## config.mk

```make
export PLATFORM = sky130hd
export DESIGN_NAME = tlb_lookup_sched
export DESIGN_NICKNAME = d
export VERILOG_FILES = /design/src/rtl/tlb_lookup_sched.sv
export SDC_FILE = /design/constraint.sdc
export NUM_CORES = 1
export LEC_CHECK = 0
export ABC_AREA = 1
export CORE_UTILIZATION = 25
export DETAILED_ROUTE_END_ITERATION = 6
export PLACE_DENSITY = 0.59
export SLEW_MARGIN = 20
export SYNTH_ARGS = -nofsm -noshare
export SYNTH_HDL_FRONTEND = slang
export SYNTH_SLANG_ARGS = --single-unit
```

## constraint.sdc

```tcl
create_clock -name clk -period 2.5 [get_ports clk]
set_input_delay 0.25 -clock clk [delete_from_list [all_inputs] [get_ports clk]]
set_output_delay 0.25 -clock clk [all_outputs]
set_load 0.05 [all_outputs]
```

## src/rtl/tlb_lookup_sched.sv

```systemverilog
// Round-robin I/D translation scheduler that probes the TLB array one entry per cycle.
// Optional feature macro TLB_LOOKUP_MRU_EN: each side probes its last-hit index first.

module tlb_lookup_sched #(
  parameter int ENTRIES = 64,
  parameter int IDX_W   = 6
) (
  input  logic             clk,
  input  logic             rst,
  input  logic             i_req,
  input  logic [31:0]      i_ea,
  input  logic             i_as,
  output logic             i_ack,
  input  logic             d_req,
  input  logic [31:0]      d_ea,
  input  logic             d_as,
  input  logic             d_store,
  output logic             d_ack,
  input  logic             tlb_lock,
  output logic [31:0]      lk_ea,
  output logic             lk_as,
  output logic             lk_ifetch,
  output logic             lk_store,
  output logic             lk_load,
  output logic [IDX_W-1:0] lk_idx,
  input  logic             lk_hit,
  input  logic [4:0]       lk_exc,
  output logic             rsp_valid,
  output logic             rsp_src,
  output logic             rsp_miss,
  output logic [IDX_W-1:0] rsp_idx,
  output logic [4:0]       rsp_exc,
  output logic             busy
);

  typedef enum logic [1:0] {IDLE, SCAN, DONE} state_t;

  localparam logic [IDX_W-1:0] LAST_IDX = IDX_W'(ENTRIES - 1);

  state_t           r_state;
  state_t           w_nextState;
  logic             r_rrPtr;
  logic             r_side;
  logic [IDX_W-1:0] r_resIdx;
  logic [4:0]       r_resExc;
  logic             r_resMiss;
  logic             w_grantI;
  logic             w_grantD;
  logic             w_hit;
  logic             w_miss;
  logic             w_step;
  logic             w_mruProbe;
  logic [IDX_W-1:0] w_startIdx;

`ifdef TLB_LOOKUP_MRU_EN
  logic             r_mruPhase;
  logic [IDX_W-1:0] r_mruI;
  logic [IDX_W-1:0] r_mruD;

  assign w_mruProbe = r_mruPhase;
  assign w_startIdx = w_grantD ? r_mruD : r_mruI;

  // A missed MRU probe restarts the full scan at index 0.
  always_ff @(posedge clk or posedge rst) begin
    if (rst) begin
      r_mruPhase <= 1'b0;
      r_mruI     <= '0;
      r_mruD     <= '0;
    end else begin
      if (w_grantI || w_grantD) begin
        r_mruPhase <= 1'b1;
      end else if (r_state == SCAN && !tlb_lock) begin
        r_mruPhase <= 1'b0;
      end
      if (w_hit) begin
        if (r_side) r_mruD <= lk_idx;
        else        r_mruI <= lk_idx;
      end
    end
  end
`else
  assign w_mruProbe = 1'b0;
  assign w_startIdx = '0;
`endif

  always_comb begin
    w_nextState = r_state;
    w_grantI    = 1'b0;
    w_grantD    = 1'b0;
    w_hit       = 1'b0;
    w_miss      = 1'b0;
    w_step      = 1'b0;
    case (r_state)
      IDLE: begin
        if (!tlb_lock && (i_req || d_req)) begin
          if (i_req && d_req) begin
            w_grantD = r_rrPtr;
            w_grantI = ~r_rrPtr;
          end else begin
            w_grantI = i_req;
            w_grantD = d_req;
          end
          w_nextState = SCAN;
        end
      end
      SCAN: begin
        // A write in progress freezes the probe and masks the judge.
        if (!tlb_lock) begin
          if (lk_hit) begin
            w_hit       = 1'b1;
            w_nextState = DONE;
          end else if (!w_mruProbe && lk_idx == LAST_IDX) begin
            w_miss      = 1'b1;
            w_nextState = DONE;
          end else begin
            w_step = 1'b1;
          end
        end
      end
      DONE:    w_nextState = IDLE;
      default: w_nextState = IDLE;
    endcase
  end

  always_ff @(posedge clk or posedge rst) begin
    if (rst) begin
      r_state   <= IDLE;
      r_rrPtr   <= 1'b0;
      r_side    <= 1'b0;
      r_resIdx  <= '0;
      r_resExc  <= '0;
      r_resMiss <= 1'b0;
      i_ack     <= 1'b0;
      d_ack     <= 1'b0;
      lk_ea     <= '0;
      lk_as     <= 1'b0;
      lk_ifetch <= 1'b0;
      lk_store  <= 1'b0;
      lk_load   <= 1'b0;
      lk_idx    <= '0;
      busy      <= 1'b0;
      rsp_valid <= 1'b0;
      rsp_src   <= 1'b0;
      rsp_miss  <= 1'b0;
      rsp_idx   <= '0;
      rsp_exc   <= '0;
    end else begin
      r_state   <= w_nextState;
      i_ack     <= w_grantI;
      d_ack     <= w_grantD;
      rsp_valid <= 1'b0;
      if (w_grantI || w_grantD) begin
        r_rrPtr   <= w_grantI;
        r_side    <= w_grantD;
        lk_ea     <= w_grantD ? d_ea : i_ea;
        lk_as     <= w_grantD ? d_as : i_as;
        lk_ifetch <= w_grantI;
        lk_store  <= w_grantD & d_store;
        lk_load   <= w_grantD & ~d_store;
        lk_idx    <= w_startIdx;
        busy      <= 1'b1;
      end
      if (w_step) begin
        lk_idx <= w_mruProbe ? '0 : lk_idx + 1'b1;
      end
      if (w_hit) begin
        r_resIdx  <= lk_idx;
        r_resExc  <= lk_exc;
        r_resMiss <= 1'b0;
      end
      if (w_miss) begin
        r_resIdx  <= '0;
        r_resExc  <= '0;
        r_resMiss <= 1'b1;
      end
      if (w_hit || w_miss) begin
        busy      <= 1'b0;
        lk_ifetch <= 1'b0;
        lk_store  <= 1'b0;
        lk_load   <= 1'b0;
      end
      // Response fields are published together so they hold until the next lookup ends.
      if (r_state == DONE) begin
        rsp_valid <= 1'b1;
        rsp_src   <= r_side;
        rsp_miss  <= r_resMiss;
        rsp_idx   <= r_resIdx;
        rsp_exc   <= r_resExc;
      end
    end
  end

endmodule

```

==> results of run 1 <==
[worst max path at each step]
| stage | end | cells past startpoint |
|---|---|---|
| floorplan | busy$_DFFE_PP0P_ | 1 |
| global placement | lk_load$_DFFE_PP0P_ | 8 |
| detailed placement | lk_load$_DFFE_PP0P_ | 8 |
| CTS | lk_idx[2] | 1 |
| global route | lk_idx[2] | 1 |
| finish | lk_idx[2] | 1 |
[worst register-to-register path, stage by stage (launching register included)]
cell and delay [ns]:
dfrtp_1 0.47, ha_1 0.24, nand2_2 0.08, nor2_4 0.11, nand2_2 0.10, nand2_4 0.08
nand2_4 0.13, nand2_1 0.10, o21ai_0 0.08
[layer usage]
| layer | global-route usage | vias to the layer above | wire, um | share of wire |
|---|---|---|---|---|
| met2 | 0.206 | 89 | 3950 | 0.45 |
| met1 | 0.173 | 1406 | 4170 | 0.47 |
| met3 | 0.0287 | 12 | 503 | 0.057 |
| met4 | 0.0649 | 0 | 189 | 0.021 |
| li1 | - | 1553 | - | - |
| met5 | 0 | - | 0 | 0 |
[sequential cells by signal (all words and copies together) (netlist names), 2 cells and up]
name      cells
lk_ea        32
lk_idx        6
r_resIdx      6
rsp_idx       6
r_resExc      5
rsp_exc       5
r_state       2
[cells in the mapped netlist]
cell type,instances
nor2_4,1
nor2_1,4
xor2_1,3
or2_0,1
dfrtp_1,75
o21ai_0,12
nand2_1,151
inv_2,3
buf_2,10
ha_1,1
buf_4,2
nand2_2,3
buf_6,6
a21oi_1,1
inv_1,54
nand3_1,52
nor3_4,1
o21ai_1,29
nand3_4,1
a21boi_0,1
nand2_4,2
nor2_8,1
[power groups by stage]
| stage | combinational, W | sequential (W) | clock [W] |
|---|---|---|---|
| floorplan | 0.000726 | 0.00337 | 0 |
| finish | 0.00321 | 0.00201 | 0.00129 |
| detailed placement | 0.00324 | 0.00201 | 0 |
| global route | 0.00341 | 0.00207 | 0.00137 |
| global placement | 0.00322 | 0.00201 | 0 |
| CTS | 0.00324 | 0.00201 | 0.00133 |
[final cells by class]
class	count	area (um2)
Clock buffer	13	250
Clock inverter	3	47.5
Fill cell	1334	8050
Inverter	57	215
Multi-Input combinational cell	264	1210
Sequential cell	75	1880
Tap cell	176	220
Timing Repair Buffer	141	1420
[through the flow]
step / util / hold slack [ns] / std cells / worst slack [ns] / power [W]
2_1_floorplan: - / 0.367 / 414 / 0.340 / 0.00410
3_3_place_gp: 0.372 / 0.459 / 713 / 0.634 / 0.00523
3_5_place_dp: 0.372 / 0.459 / 713 / 0.583 / 0.00525
4_1_cts: 0.395 / 0.308 / 729 / 0.553 / 0.00658
5_1_grt: 0.395 / 0.353 / 729 / 0.525 / 0.00685
6_report: 0.395 / 0.287 / 729 / 0.577 / 0.00651
[logic make-up (layout without fill, tap and decap cells)]
group,count (synthesis),after routing,synth area share
AO/OA/AOI/OAI,43,43,0.0634
XOR/XNOR,3,3,0.00765
adder cells (fa/ha/maj),1,1,0.00364
buffers and inverters,75,214,0.101
flip-flops,75,75,0.546
AND/OR/NAND/NOR,217,217,0.278
==> flow_summary.json, run 1 <==
{
  "status": "complete, no violations",
  "p_per_area_nw_per_um2": 1240,
  "power.static_leakage_nw": 2.47,
  "gr-usage-all-layers": 0.132,
  "power_switching_w": 0.00294,
  "die_area_um2": 14200,
  "hpwl_um": 6360,
  "grt-ovfl-total": 0,
  "max-clock-path-buffers": 2,
  "syn_inst": 414,
  "grt_pass1_vias": 3024,
  "synth_warnings": 0,
  "drive_gt1_frac": 0.0561,
  "rrSetupSlack_ns": 0.97,
  "arrival_ns": 1.67,
  "drtIter0Drc": 95,
  "maxCapViolCount": 0,
  "crit_type": "reg2out",
  "stdcell_area_um2": 5250,
  "fin_crit_ns": 1.92,
  "pwr-share-comb": 0.493,
  "ys_ff_latch": 75,
  "io_buffers": 136,
  "cp-startpoint": "lk_idx[2]$_DFFE_PP0P_",
  "worstReg2RegStart": "lk_idx[0]$_DFFE_PP0P_",
  "cts_hold_buf": 0,
  "required_ns": 2.25,
  "rows": 42,
  "final_cell_mix": "nand2_1 (151), clkdlybuf4s50_1 (136), dfrtp_1 (75)",
  "slew_headroom": 0.614,
  "wirelength_um": 8810,
  "intPower_w": 0.00357,
  "post_cts_resized": 0,
  "initial_core_util": 0.258,
  "cp_num_buf_inv": 1,
  "syn_area_um2": 3430,
  "startpoint_type": "register",
  "worst_pin_slew_ns": 0.579,
  "syn-num-nets": 493,
  "crit_fanout": 7,
  "finalCritPeriodShare": 0.769,
  "ant_nets": 0,
  "grt_pass1_wl_um": 14700,
  "synth_top_area_frac": 0.546,
  "power_frac_seq": 0.308,
  "r2r_end": "r_resIdx[0]$_DFFE_PP0P_",
  "setup_violations": 0,
  "layout_commonest_cell": "nand2_1",
  "ys_types": 22,
  "fin_setup_tns_ns": 0,
  "cp_cell_sequence": "clkdlybuf4s50_1",
  "final_hold_viol_count": 0,
  "clk_pin_slew_ns": 0.06,
  "htreeDepth": 3,
  "grt_max_degree": 49,
  "wire_per_inst_um": 12.1,
  "vias": 3060,
  "yosysSeqAreaShare": 0.546,
  "slowest_stage": "clkdlybuf4s50_1",
  "cp-end-kind": "primary output",
  "swShare": 0.452,
  "core_area_um2": 13300,
  "peakVddDrop_mv": 0.630,
  "postPlaceCellArea_um2": 4950,
  "reg2regPathDepth": 8,
  "yosys-top-cells-area": "dfrtp_1 (55%), nand2_1 (17%), nand3_1 (7.6%)",
  "clk_latency_ns": 0.33,
  "die_h_um": 119,
  "grt_setup_unrepaired": "no",
  "clock_sinks": 75,
  "gp_congestion": 0.755,
  "drc": 0,
  "hp-class": "in2async",
  "p_clk_frac": 0.199,
  "syn_to_final_growth_pct": 52.7,
  "cts_root_buf": "clkbuf_16",
  "antenna_found_initial": 0,
  "cts_tree": "done",
  "diodes": 0,
  "max_freq_mhz": 520,
  "cp_slowest_stage_delay_ns": 0.85,
  "dr.pass1.iters": 4,
  "dieWidth_um": 119,
  "post_cts_buffers": 0,
  "drv_slew": 0,
  "skew_ns": 0.00928,
  "cts_made_buffers": 9,
  "vias_per_cell": 4.20,
  "syn_area_per_cell_um2": 8.30,
  "nNetsFinal": 627,
  "yosysTopAreaCell": "dfrtp_1",
  "io_pins": 137,
  "path_delay_family": "buffers and inverters"
}
No activity file was read; power rests on OpenSTA's default activity.
==> inputs of run 2 (changes only) <==
Clock period 2.5 ns to 2 ns, I/O delays scaled along.
==> run 2 against run 1 <==
Compared with the run above: register-to-register slack worse by 0.49 ns; clock skew shrank 0.0025 ns; sequential power increased by 24%; first-iteration DRC count up 16%.
==> flow_summary.json, run 2 (same netlist as run 1, synthesis figures left out) <==
{
  "status": "complete, no violations",
  "place_ws_ns": 0.236,
  "regArea_um2": 1880,
  "reg2regPathDepth": 8,
  "intPower_w": 0.00434,
  "max-clock-path-buffers": 2,
  "syn_to_final_growth_pct": 53.7,
  "wirelength_um": 8660,
  "drc": 0,
  "slew_headroom": 0.616,
  "drv_slew": 0,
  "largest_register_ffs": 32,
  "cp-startpoint": "lk_idx[2]$_DFFE_PP0P_",
  "worst_pin_slew_ns": 0.575,
  "clock_sinks": 75,
  "stdcell_area_um2": 5280,
  "clk_pin_slew_ns": 0.06,
  "finalCritPeriodShare": 0.936,
  "use_met1": 0.173,
  "layout_commonest_cell": "nand2_1",
  "path_delay_family": "buffers and inverters",
  "hpwl_um": 6410,
  "cp-end-kind": "primary output",
  "grt_pass1_wl_um": 14400,
  "gr-usage-all-layers": 0.128,
  "core_area_um2": 13300,
  "r2r_end": "r_resIdx[0]$_DFFE_PP0P_",
  "fin_setup_tns_ns": 0,
  "vias": 3013,
  "grt_setup_unrepaired": "no",
  "dp.cells": 718,
  "antenna_found_initial": 0,
  "n_fill_cell": 1359,
  "pwr-share-comb": 0.506,
  "final_cell_mix": "nand2_1 (151), clkdlybuf4s50_1 (136), dfrtp_1 (75)",
  "gp_congestion": 0.768,
  "multiInputGateArea_um2": 1210,
  "htreeDepth": 3,
  "post-route-util": 0.397,
  "largest-register": "lk_ea",
  "crit_type": "reg2out",
  "startpoint_type": "register",
  "cp_slowest_stage_delay_ns": 0.86,
  "io_buffers": 136,
  "cts_root_buf": "clkbuf_16",
  "die_area_um2": 14200,
  "maxCapViolCount": 0,
  "grt-ovfl-total": 0,
  "fin_cells": 732,
  "grt_use_met2": 0.193,
  "dieWidth_um": 119,
  "p_clk_frac": 0.182,
  "power_switching_w": 0.00366,
  "grt.met3_usage": 0.0302,
  "diodes": 0,
  "swShare": 0.458,
  "cts_tree": "done",
  "rows": 42,
  "postPlaceCellArea_um2": 5010,
  "grt_max_degree": 49,
  "cts_made_buffers": 9,
  "grt_pass1_vias": 2964,
  "cts_hold_buf": 0,
  "ant_nets": 0,
  "power_frac_seq": 0.313,
  "hp-class": "in2async",
  "timing.final.ws_setup_ns": 0.127,
  "die_h_um": 119,
  "post_cts_buffers": 0,
  "fin_crit_ns": 1.87,
  "cp_cell_sequence": "clkdlybuf4s50_1",
  "max_freq_mhz": 534,
  "nNetsFinal": 632,
  "setup_violations": 0,
  "initial_core_util": 0.258,
  "drtIter0Drc": 110,
  "skew_ns": 0.00674,
  "clk_latency_ns": 0.33,
  "peakVddDrop_mv": 0.604,
  "drive_gt1_frac": 0.0665,
  "p_per_area_nw_per_um2": 1520,
  "io_pins": 137,
  "rrSetupSlack_ns": 0.48,
  "top_usage_layer": "met2",
  "worstReg2RegStart": "lk_idx[0]$_DFFE_PP0P_",
  "power.static_leakage_nw": 2.49,
  "cp_num_buf_inv": 1,
  "required_ns": 1.80,
  "vias_per_cell": 4.12,
  "arrival_ns": 1.67,
  "final_hold_viol_count": 0,
  "post_cts_resized": 0,
  "wire_per_inst_um": 11.8,
  "dr.pass1.iters": 4,
  "slowest_stage": "clkdlybuf4s50_1",
  "crit_fanout": 7
}
## run 2: changes by cell type in the layout (fill, tap and decap cells not counted), sizes merged
cell,before,now
bufinv,1,0
clkinvlp,0,1
clkbuf,13,10
buf,5,10
inv,56,57
## run 2: how the worst max path moves through the flow
stage,endpoint,depth (start not counted)
final,lk_idx[2],1
after global routing,lk_idx[2],1
after CTS,lk_idx[2],1
after detailed placement,lk_ea[15]$_DFFE_PP0P_,9
after global placement,lk_ea[20]$_DFFE_PP0P_,8
after floorplan,r_resIdx[2]$_DFFE_PP0P_,9
## run 2: layout make-up
type                       count  share of cell area
tap                          176              0.0417
timing repair buffer         146               0.282
clock buffer                  10              0.0453
multi-input combinational    264               0.229
sequential                    75               0.356
clock inverter                 4             0.00521
inverter                      57              0.0412
## run 2: worst reg2reg max path: stages (launching register included)
cell	delay, ns
dfrtp_1	0.46
ha_1	0.24
nand2_2	0.08
nor2_4	0.11
nand2_2	0.10
nand2_4	0.08
nand2_4	0.14
nand2_1	0.11
o21ai_0	0.07
## run 2: per-layer routing
metal	routed length (um)	vias up
li1	-	1562
met1	4170	1352
met3	559	11
met4	173	0
met5	0	-
met2	3760	88
## run 2: through the flow
step           hold slack, ns  total power, W
2_1_floorplan           0.317         0.00513
3_5_place_dp            0.458         0.00659
5_1_grt                 0.361         0.00845
3_3_place_gp            0.456         0.00656
4_1_cts                 0.321         0.00811
6_report                0.312         0.00800
## run 2: power groups by stage
stage	clock network (W)	logic, W	registers, W
floorplan	0	0.000908	0.00422
global placement	0	0.00404	0.00251
detailed placement	0	0.00408	0.00251
CTS	0.00152	0.00408	0.00251
global route	0.00157	0.00430	0.00258
finish	0.00145	0.00405	0.00250
